$ cat src/rtl/picorv32_mem_arb.sv
// Round-robin arbiter and access sequencer between the CPU port (0) and the NoC port (1)
// in front of a single-port memory with a registered one-cycle read latency.
module picorv32_mem_arb #(
    parameter int ADDR_W = 32,
    parameter int DATA_W = 32
) (
    input  logic                clk,
    input  logic                resetn,
    input  logic                p0_valid,
    input  logic [ADDR_W-1:0]   p0_addr,
    input  logic [DATA_W-1:0]   p0_wdata,
    input  logic [DATA_W/8-1:0] p0_wstrb,
    output logic                p0_ready,
    output logic [DATA_W-1:0]   p0_rdata,
    input  logic                p1_valid,
    input  logic [ADDR_W-1:0]   p1_addr,
    input  logic [DATA_W-1:0]   p1_wdata,
    input  logic [DATA_W/8-1:0] p1_wstrb,
    output logic                p1_ready,
    output logic [DATA_W-1:0]   p1_rdata,
    output logic [ADDR_W-1:0]   mem_addr,
    output logic [DATA_W-1:0]   mem_wdata,
    output logic [DATA_W/8-1:0] mem_wstrb,
    input  logic [DATA_W-1:0]   mem_rdata,
    output logic                grant,
    output logic                busy,
    output logic [1:0]          dbg_state
);
    localparam int STRB_W = DATA_W / 8;

    // Handshake: a port holds valid with stable addr/wdata/wstrb until its
    // one-cycle ready pulse; rdata is valid only while ready is high.
    typedef enum logic [1:0] {
        S_IDLE   = 2'd0,
        S_ACCESS = 2'd1,
        S_RESP   = 2'd2
    } state_t;

    state_t              r_state;
    state_t              w_next_state;
    logic                r_last_grant;
    logic                r_grant;
    logic [ADDR_W-1:0]   r_addr_q;
    logic [DATA_W-1:0]   r_wdata_q;
    logic [STRB_W-1:0]   r_wstrb_q;
    logic                w_load;
    logic                w_load_port;
    logic                w_p0_resp;
    logic                w_p1_resp;

    always_ff @(posedge clk) begin
        if (!resetn) begin
            r_state <= S_IDLE;
        end else begin
            r_state <= w_next_state;
        end
    end

    // In RESP the granted port still holds valid, so only the other port can be taken.
    always_comb begin
        w_next_state = r_state;
        w_load       = 1'b0;
        w_load_port  = 1'b0;
        case (r_state)
            S_IDLE: begin
                if (p0_valid || p1_valid) begin
                    w_load       = 1'b1;
                    w_load_port  = (p0_valid && p1_valid) ? ~r_last_grant : p1_valid;
                    w_next_state = S_ACCESS;
                end
            end
            S_ACCESS: begin
                w_next_state = S_RESP;
            end
            S_RESP: begin
                if (r_grant ? p0_valid : p1_valid) begin
                    w_load       = 1'b1;
                    w_load_port  = ~r_grant;
                    w_next_state = S_ACCESS;
                end else begin
                    w_next_state = S_IDLE;
                end
            end
            default: begin
                w_next_state = S_IDLE;
            end
        endcase
    end

    always_ff @(posedge clk) begin
        if (!resetn) begin
            r_last_grant <= 1'b1;
            r_grant      <= 1'b0;
            r_addr_q     <= '0;
            r_wdata_q    <= '0;
            r_wstrb_q    <= '0;
        end else if (w_load) begin
            r_last_grant <= w_load_port;
            r_grant      <= w_load_port;
            r_addr_q     <= w_load_port ? p1_addr  : p0_addr;
            r_wdata_q    <= w_load_port ? p1_wdata : p0_wdata;
            r_wstrb_q    <= w_load_port ? p1_wstrb : p0_wstrb;
        end
    end

    // Strobes reach the memory only in ACCESS, so each write hits it exactly once.
    always_comb begin
        w_p0_resp = (r_state == S_RESP) && !r_grant;
        w_p1_resp = (r_state == S_RESP) && r_grant;
        mem_addr  = r_addr_q;
        mem_wdata = r_wdata_q;
        mem_wstrb = (r_state == S_ACCESS) ? r_wstrb_q : '0;
        p0_ready  = w_p0_resp;
        p1_ready  = w_p1_resp;
        p0_rdata  = w_p0_resp ? mem_rdata : '0;
        p1_rdata  = w_p1_resp ? mem_rdata : '0;
        grant     = r_grant;
        busy      = (r_state != S_IDLE);
        dbg_state = r_state;
    end
endmodule

$ cat config.mk
export PLATFORM = sky130hd
export DESIGN_NAME = picorv32_mem_arb
export DESIGN_NICKNAME = d
export VERILOG_FILES = /design/src/rtl/picorv32_mem_arb.sv
export SDC_FILE = /design/constraint.sdc
export NUM_CORES = 1
export LEC_CHECK = 0
export CORE_AREA = 2 2 120 122
export DETAILED_ROUTE_END_ITERATION = 10
export DIE_AREA = 0 0 122 124
export GPL_TIMING_DRIVEN = 0
export PLACE_DENSITY = 0.7
export SYNTH_ARGS = -nofsm -noshare
export SYNTH_HDL_FRONTEND = slang
export SYNTH_SLANG_ARGS = --single-unit
$ cat constraint.sdc
create_clock -name clk -period 1.46 [get_ports clk]
set_input_delay 0.219 -clock clk [delete_from_list [all_inputs] [get_ports clk]]
set_output_delay 0.219 -clock clk [all_outputs]
set_load 0.05 [all_outputs]
==> metrics, run 1 <==
Layout area overhead=152%; Final Cycle Share=122%; Crit Reg-Reg Startpoint=dbg_state[0]; Hold WC Path Type=in -> reg; final weighted congestion in routability-driven placement=about 0.77; Max Cap Viol=0; first-pass GRT wire length=26.0 mm; Slowest cell on crit path=dfxtp_4; hold path depth=3; Initial Utilization=25.4%; aggregate routed wire length=roughly 18 mm; slew margin rel.=53.8%; DR vias=4870; drt pass-1 iters=4; Peak VDD IR=between 0.6 and 0.7 mV; flop2flop setup slack=-250 ps; vias in the first global route=~4700; Longest Clk Path Bufs=2; Final Worst Setup Slack=-328 ps; io pins=between 300 and 400; largest area contributor in the netlist=dfxtp_1; # fillers=around 1100; most area-consuming cells after synthesis=dfxtp_1 (41%), nand2_1 (15%), and2_1 (13%), a31oi_1 (12%), o21ai_1 (7.2%); drt first-iter violations=between 150 and 200; TritonCTS clock tree=built; worst-path maximum fanout=9; synthesized flop and latch total=72; unrepaired setup endpoints after global routing=yes; Leak=0.00374 uW; Tightest Pin Transition=just under 700 ps; cell family with most CP delay=buffers and inverters; syn avg cell area=about 7.3 um^2; Ys Warns=0; fraction of layout cells with a size suffix above 1=~37%; Setup Skew=about 10 ps; clock sink count=~70; Worst Path Buf+Inv=3; vias per cell=~4.7; Place WS=-961 ps; sequential-to-total area share from yosys stat=between 40 and 50%; Synth top area share=about two fifths; area of the multi-input gates=2330 um^2; Final Hold Vio Count=0; Reg2Reg Depth=9; Final HPWL DP=12.6 mm; drt drc=0; status=complete, but fails checks; WS Path Type=reg -> out; largest net degree at the start of global routing=13; total global-route track usage=about 23%; post-synthesis cell area=3480 um^2; Tmin final=~1800 ps; die width=approximately 120 um; core area=13700 um^2; clock latency at the later pin of the worst-skew pair=340 ps; sequential cell area=1450 um^2; Netlist cell types=24; FMAX=about 0.56 GHz; hold_sp=resetn; hold endpoint=mem_addr[8]; Std-Cell Rows=43; clock slew at reported path FFs=about 60 ps; CTS Hold Bufs=0; # setup viols final=about 140; arrival time at the worst endpoint=approximately 1600 ps; gate count after technology mapping=about 480; post-route ant nets=0; Antenna diodes=0; Critical Path RT=roughly 1200 ps; critical path's largest stage delay=between 300 and 400 ps; PortBufs=308; Die Span Y=around 120 um; kind of end point of the critical path=output pin; Nets=1018; WL/cell=17.9 um; H-tree depth=3; pwr dens=919 nW/um^2; Final Slew Violations=0; initial antenna violation count=0; die area=~15000 um^2; critical-path cell list=nor3b_4 > buf_6 > clkbuf_16 > and2_4 > buf_8; GRT Residual Overflow=0; fin util=a little under two thirds; violated checks=setup timing; CP Depth=5; post-synthesis net count=between 600 and 700; root buf cell=clkbuf_16; total CTS buffers=9; Worst setup SP type=flop; R2R Path End=mem_wdata[25]
## how the worst max path moves through the flow
stage	start	endpoint	slack [ps]
after CTS	dbg_state[0]	p1_rdata[16]	-350
after detailed placement	dbg_state[0]	p1_rdata[15]	-960
after global placement	dbg_state[0]	p1_rdata[15]	-970
final	dbg_state[1]	p0_rdata[8]	-330
after global routing	dbg_state[1]	p0_rdata[8]	-380
after floorplan	grant	p1_rdata[10]	-20
## layer usage
metal	routed length [um]	up-vias	part of all wire, %	track usage [%]
li1	-	2369	-	-
met3	1670	39	9.0	6.78
met5	0	-	0	0
met2	9410	239	51	40.3
met4	540	0	2.9	9.20
met1	6850	2223	37	24.9
## where the power goes
group	leakage, uW	switching [uW]	internal [uW]
sequential	0.000601	160	2200
combinational	0.00299	1840	1460
clock	0.000150	897	1500
## state kept, by name, indices dropped and copies added (netlist names)
signal / flops
dbg_state: 2
grant: 1
mem_addr: 32
mem_wdata: 32
r_last_grant: 1
r_wstrb_q: 4
## cell usage after synthesis (all sizes together)
cell type and n:
a31oi 68, inv 1, dfxtp 72, a211oi 1, and3b 1, or2 1, o211a 1, mux2i 1
buf 19, nor3 1, nor2b 2, nand2 137, a21oi 1, nand3 1, o21ai 70, and2 70
clkbuf 25, o211ai 1, and3 1, nor3b 1, nand3b 1, nor2 1
## worst register-to-register path, delay by kind of cell, from the launching register on
family          cells  cell delay, ps
compound gates      2             290
buf+inv             7             920
flops               1             370
## repair_timing
action,4_1_cts,5_1_grt
gates cloned,13,8
pin swaps,24,6
setup buffers,14,23
endpoints found under the setup margin,208,159
gates resized for setup,742,200
## cell type report
type                            count  share of cell area (%)
Buffer                             42                    4.68
Clock buffer                       11                    2.66
Clock inverter                      5                   0.928
Inverter                            1                  0.0428
Multi-Input combinational cell    361                    26.5
Sequential cell                    72                    16.6
Tap cell                          180                    2.57
Timing Repair Buffer              359                    46.0
## cells by family (layout without fill, tap and decap cells)
logic type	Yosys count	in the layout	share of synthesized area [%]
compound gates	142	142	23.3
mux	1	1	0.287
buf+inv	45	418	5.96
flops	72	72	41.4
simple gates	217	218	29.1
## stage by stage
| step | cell area, um^2 | total power, uW | cells | hold slack [ps] | setup TNS [ps] |
|---|---|---|---|---|---|
| CTS | 8090 | 7720 | 1008 | 436 | -36610 |
| detailed placement | 6960 | 5090 | 965 | 512 | -94900 |
| global route | 8760 | 8380 | 1031 | 430 | -42820 |
| floorplan | 3650 | 3900 | 477 | 371 | -418 |
| finish | 8760 | 8060 | 1031 | 397 | -35030 |
| global placement | 6960 | 5090 | 965 | 510 | -93770 |
## cell usage in the layout, fill, tap and decap left out, types with 2 or more instances in the layout
cell and count:
clkdlybuf4s50_1 170, nand2_1 137, buf_8 82, dfxtp_1 69, and2_4 65, a31oi_1 63
o21ai_2 50, clkdlybuf4s15_1 36, buf_6 26, buf_4 19, clkbuf_2 18, clkbuf_16 16
clkbuf_1 15, o21ai_1 15, dlygate4sd2_1 13, buf_12 11, and2_1 5, a31oi_4 5
o21ai_0 5, buf_2 3, dfxtp_4 3, nor2b_4 2, bufinv_16 2
No activity file was read; power rests on OpenSTA's default activity.
==> run 2: changes to the inputs <==
- CORE_AREA: 2 2 120 122 -> 2 2 121 123
- DIE_AREA: 0 0 122 124 -> 0 0 123 125
- PLACE_DENSITY: 0.7 -> 0.66
- SLEW_MARGIN: unset -> 20
- clock period: 1.46 -> 2 ns (I/O delays scaled with it)
==> run 2 against run 1 <==
The flow now finishes without violations; largest cell class unchanged; highest routed layer unchanged; global-route usage decreased by 2.4 points; wire length decreased by 12%; sequential power decreased by 28%; via count decreased by 4.7%; die area increased by 1.6%; register-to-register slack improved by 510 ps; flip-flop and latch count unchanged; final area decreased by 20%.
==> metrics, run 2 (synthesis results as in run 1) <==
root buf cell=clkbuf_16; drt first-iter violations=slightly below 200; Final Slew Violations=0; Sw Ratio=a little over a third; Layout area overhead=101%; arrival time at the worst endpoint=1640 ps; P_int=3420 uW; clock network fraction of design power=between 30% and 40%; CP Depth=1; PortBufs=308; Final HPWL DP=~13 mm; slew margin rel.=60.8%; die width=about 120 um; status=completed; cell family with most CP delay=buffers and inverters; Setup Skew=5.66 ps; kind of end point of the critical path=output pin; Antenna diodes=0; Crit Reg-Reg Startpoint=dbg_state[0]; FMAX=slightly above 0.5 GHz; Worst setup SP type=flop; commonest non-fill, non-tap cells in the layout=clkdlybuf4s50_1 (237), nand2_1 (137), dfxtp_1 (69); DR vias=4641; Die Span Y=between 100 and 150 um; total CTS buffers=9; aggregate routed wire length=16.3 mm; fin util=about half; largest net degree at the start of global routing=12; critical path startpoint=dbg_state[0]; Logic pwr share=between 30% and 40%; initial antenna violation count=0; Final Cycle Share=between 90 and 100%; R2R Path End=mem_addr[3]; final weighted congestion in routability-driven placement=roughly 0.84; Slowest cell on crit path=clkdlybuf4s50_1; Worst Path Buf+Inv=1; Reg power frac=between 30% and 40%; flop2flop setup slack=~260 ps; core area=approximately 14000 um^2; Std-Cell Rows=44; critical path's largest stage delay=between 800 and 900 ps; Final Cell Area=7000 um^2; Reg2Reg Depth=7; pwr dens=759 nW/um^2; drt pass-1 iters=5; commonest non-fill, non-tap cell in the layout=clkdlybuf4s50_1; critical-path cell list=clkdlybuf4s50_1; drt drc=0; Final Hold Vio Count=0; CTS Hold Bufs=0; Longest Clk Path Bufs=2; clock sink count=a little over 70; fraction of layout cells with a size suffix above 1=15.6%; Initial Utilization=between 20% and 30%; Hold WC Path Type=in -> reg; # setup viols final=0; Tmin final=roughly 1900 ps; total global-route track usage=roughly 20%; vias in the first global route=~4700; TritonCTS clock tree=built; # fillers=about 1400; Peak VDD IR=0.315 mV; Psw=between 1500 and 2000 uW; post-route ant nets=0; clock slew at reported path FFs=around 60 ps; WL/cell=16.6 um; Critical Path RT=roughly 1700 ps; H-tree depth=3; Nets=967; Placement Cell Area=roughly 6800 um^2; first-pass GRT wire length=around 24 mm; Leak=approximately 0.0029 uW; Max Cap Viol=0; vias per cell=around 4.7; clock latency at the later pin of the worst-skew pair=roughly 330 ps; crit path to=dbg_state[0]; GRT Residual Overflow=0; WS Path Type=reg -> out; io pins=310; die area=about 15000 um^2; worst-path maximum fanout=8; Tightest Pin Transition=between 500 and 600 ps
-- run 2: changes by cell type in the layout (fill, tap and decap cells not counted), moves of 23 or more --
cell,before,now
o21ai_1,15,50
and2_4,65,0
buf_4,19,42
clkdlybuf4s50_1,170,237
and2_1,5,62
clkdlybuf4s15_1,36,0
buf_6,26,1
buf_8,82,0
o21ai_2,50,0
-- run 2: area by class of cell --
cell class	instances	area (um^2)	share of cell area, %
Clock buffer	13	260	3.72
Multi-Input combinational cell	360	1870	26.7
Timing Repair Buffer	308	2930	41.9
Sequential cell	72	1450	20.7
Inverter	1	3.75	0.0537
Buffer	43	219	3.13
Tap cell	184	230	3.29
Clock inverter	3	40.0	0.572
-- run 2: metrics by stage --
| stage | total power, uW | setup TNS, ps | hold WS, ps | std cells | setup slack, ps |
|---|---|---|---|---|---|
| final | 5310 | 0 | 472 | 984 | 60.2 |
| after global routing | 5540 | -1.54 | 512 | 984 | -1.25 |
| after CTS | 5350 | 0 | 483 | 985 | 0.408 |
| after detailed placement | 3710 | -27910 | 508 | 969 | -388 |
| after global placement | 3680 | -23260 | 509 | 969 | -333 |
| after floorplan | 2820 | -6.26 | 452 | 477 | -6.26 |
-- run 2: routing by layer --
layer | track usage (%) | part of all wire, % | vias to the layer above
met4 | 8.76 | 3.2 | 0
met5 | 0 | 0 | -
met3 | 6.61 | 9.7 | 35
met1 | 20.4 | 37 | 2126
met2 | 37.0 | 50 | 220
li1 | - | - | 2260
-- run 2: what timing repair did --
action                                  4_1_cts  5_1_grt
endpoints found under the setup margin       72       76
resized for setup                           370       31
setup buffers                                 0        0
-- run 2: worst min path at each step --
stage,slack (ps),to,from,cells after the start
detailed placement,510,mem_wdata[26],mem_wdata[26],2
finish,470,mem_addr[8],resetn,3
global route,510,mem_addr[7],resetn,3
CTS,480,mem_addr[8],resetn,3
global placement,510,r_wstrb_q[0],r_wstrb_q[0],2
floorplan,450,mem_addr[10],p0_addr[10],2
-- run 2: power groups by stage --
stage | registers [uW] | logic (uW) | clock network [uW]
2_1_floorplan | 2260 | 565 | 0
3_3_place_gp | 1720 | 1960 | 0
3_5_place_dp | 1730 | 1980 | 0
4_1_cts | 1710 | 1970 | 1670
5_1_grt | 1730 | 2080 | 1730
6_report | 1710 | 1970 | 1640
==> run 3: changes to the inputs <==
--- a/config.mk
+++ b/config.mk
@@ -16 +16,2 @@
 export SYNTH_SLANG_ARGS = --single-unit
+export TNS_END_PERCENT = 10
--- a/constraint.sdc
+++ b/constraint.sdc
@@ -3,2 +3,2 @@
 set_output_delay 0.3 -clock clk [all_outputs]
-set_load 0.05 [all_outputs]
+set_load 0.02 [all_outputs]
==> run 3 against run 2 <==
Power is 8.7% lower; first-iteration DRC count is 1.0% lower; fmax is 0.25% lower; setup slack worse by 4.9 ps; worst hold slack hardly changed; final area is 0.14% lower; die area stayed put; critical endpoint is now mem_wdata[10]; wire length is 2.6% higher.
==> metrics, run 3 (synthesis results as in run 1) <==
status=completed; hold path depth=3; sequential cell area=between 1000 and 1500 um^2; die width=between 100 and 150 um; commonest non-fill, non-tap cells in the layout=clkdlybuf4s50_1 (238), nand2_1 (137), and2_1 (70); Max Cap Viol=0; Final Hold Vio Count=0; clock slew at reported path FFs=roughly 60 ps; io pins=310; fraction of layout cells with a size suffix above 1=a little over an eighth; GRT Residual Overflow=0; total power=just under 5000 uW; Leak=0.00293 uW; Std-Cell Rows=44; Worst setup SP type=input port; unrepaired setup endpoints after global routing=yes; largest net degree at the start of global routing=13; vias per cell=4.77; drt first-iter violations=197; Tmin final=just under 2000 ps; Placement Cell Area=6800 um^2; arrival time at the worst endpoint=between 2000 and 2500 ps; Final Worst Setup Slack=55.3 ps; Final HPWL DP=approximately 13 mm; Layout area overhead=100%; WS Path Type=in -> reg; WL/cell=17.0 um; aggregate routed wire length=around 17 mm; critical-path cell list=clkdlybuf4s50_1 > nor2b_1 > and3_1 > buf_2 > clkbuf_1 > nand2_1 > a31oi_1; flop2flop setup slack=200 ps; area of the multi-input gates=~1900 um^2; slew margin rel.=just over 60%; # setup viols final=0; Final Slew Violations=0; CTS Hold Bufs=0; # fillers=1394; hold endpoint=mem_addr[7]; H-tree depth=3; Final Cell Area=between 6000 and 7000 um^2; drt pass-1 iters=4; first-pass GRT wire length=around 24 mm; PortBufs=just over 300; drt drc=0; kind of end point of the critical path=flop; Slowest cell on crit path=clkdlybuf4s50_1; Tightest Pin Transition=around 570 ps; Hold WC Path Type=in -> reg; clock sink count=72; Peak VDD IR=just over 0.4 mV; FMAX=around 0.51 GHz; die area=15400 um^2; hold_sp=resetn; root buf cell=clkbuf_16; critical path's largest stage delay=530 ps; worst-path maximum fanout=10; DR vias=approximately 4700; Longest Clk Path Bufs=2; core area=approximately 14000 um^2; Setup Skew=approximately 4.3 ps; vias in the first global route=~4600; total CTS buffers=9; post-route ant nets=0; Antenna diodes=0; Die Span Y=between 100 and 150 um; total negative slack=0 ps; pwr dens=slightly below 700 nW/um^2; commonest non-fill, non-tap cell in the layout=clkdlybuf4s50_1; TritonCTS clock tree=built; total global-route track usage=about a fifth; Place WS=-674 ps; R2R Path End=mem_wdata[10]; fin util=between 40% and 50%; Critical Path RT=between 2000 and 2500 ps; Reg2Reg Depth=6; final weighted congestion in routability-driven placement=roughly 0.82; Nets=~970; clock latency at the later pin of the worst-skew pair=around 340 ps; initial antenna violation count=0; Crit Reg-Reg Startpoint=dbg_state[0]; Final Cycle Share=97.2%; Initial Utilization=roughly a quarter
run 3: changes by cell type in the layout (fill, tap and decap cells not counted), sizes merged:
cell           before  now
buf                63   26
clkbuf             52   70
clkdlybuf4s15      10   20
clkdlybuf4s18       1    0
clkdlybuf4s50     237  238
clkinv              2    3
clkinvlp            0    2
dlygate4sd2         1    5
dlymetal6s2s        0    4
run 3: repair_timing:
action	CTS	global route
buffers inserted	2	0
resized for setup	164	58
setup endpoints to repair	72	63
endpoints found under the hold margin	0	0
run 3: how the worst max path moves through the flow:
stage	from	to	slack, ps
2_1_floorplan	dbg_state[1]	p0_rdata[22]	90
3_3_place_gp	dbg_state[1]	p0_rdata[22]	-630
3_5_place_dp	dbg_state[1]	p0_rdata[30]	-670
4_1_cts	dbg_state[0]	mem_wstrb[1]	-160
5_1_grt	p1_valid	mem_wdata[8]	-5
6_report	p1_valid	mem_wdata[10]	60
run 3: layout make-up:
cell class	count	share of cell area, %
sequential	72	20.8
multi-input combinational	360	26.6
clock buffer	10	3.28
inverter	1	0.0537
clock inverter	6	0.860
timing repair buffer	310	41.8
tap	184	3.30
buffer	43	3.35
run 3: through the flow:
| step | hold slack [ps] | std cells |
|---|---|---|
| 2_1_floorplan | 452 | 477 |
| 3_3_place_gp | 506 | 969 |
| 3_5_place_dp | 510 | 969 |
| 4_1_cts | 492 | 987 |
| 5_1_grt | 527 | 986 |
| 6_report | 473 | 986 |
run 3: power breakdown:
part / internal, uW / leakage [uW] / switching (uW)
sequential: 1600 / 0.000601 / 98.9
clock: 959 / 0.000138 / 645
combinational: 784 / 0.00220 / 761
run 3: layer usage:
metal / global-route usage (%) / wire length (um) / share of wire [%] / vias up
met5: 0 / 0 / 0 / -
met4: 8.82 / 437 / 2.6 / 0
met3: 7.03 / 1590 / 9.5 / 29
met2: 37.5 / 8390 / 50 / 212
met1: 21.6 / 6340 / 38 / 2196
li1: - / - / - / 2269
run 3: critical path, delay by kind of cell:
kind	cells	cell delay (ps)
buf+inv	3	1110
simple gates	3	570
compound gates	1	220
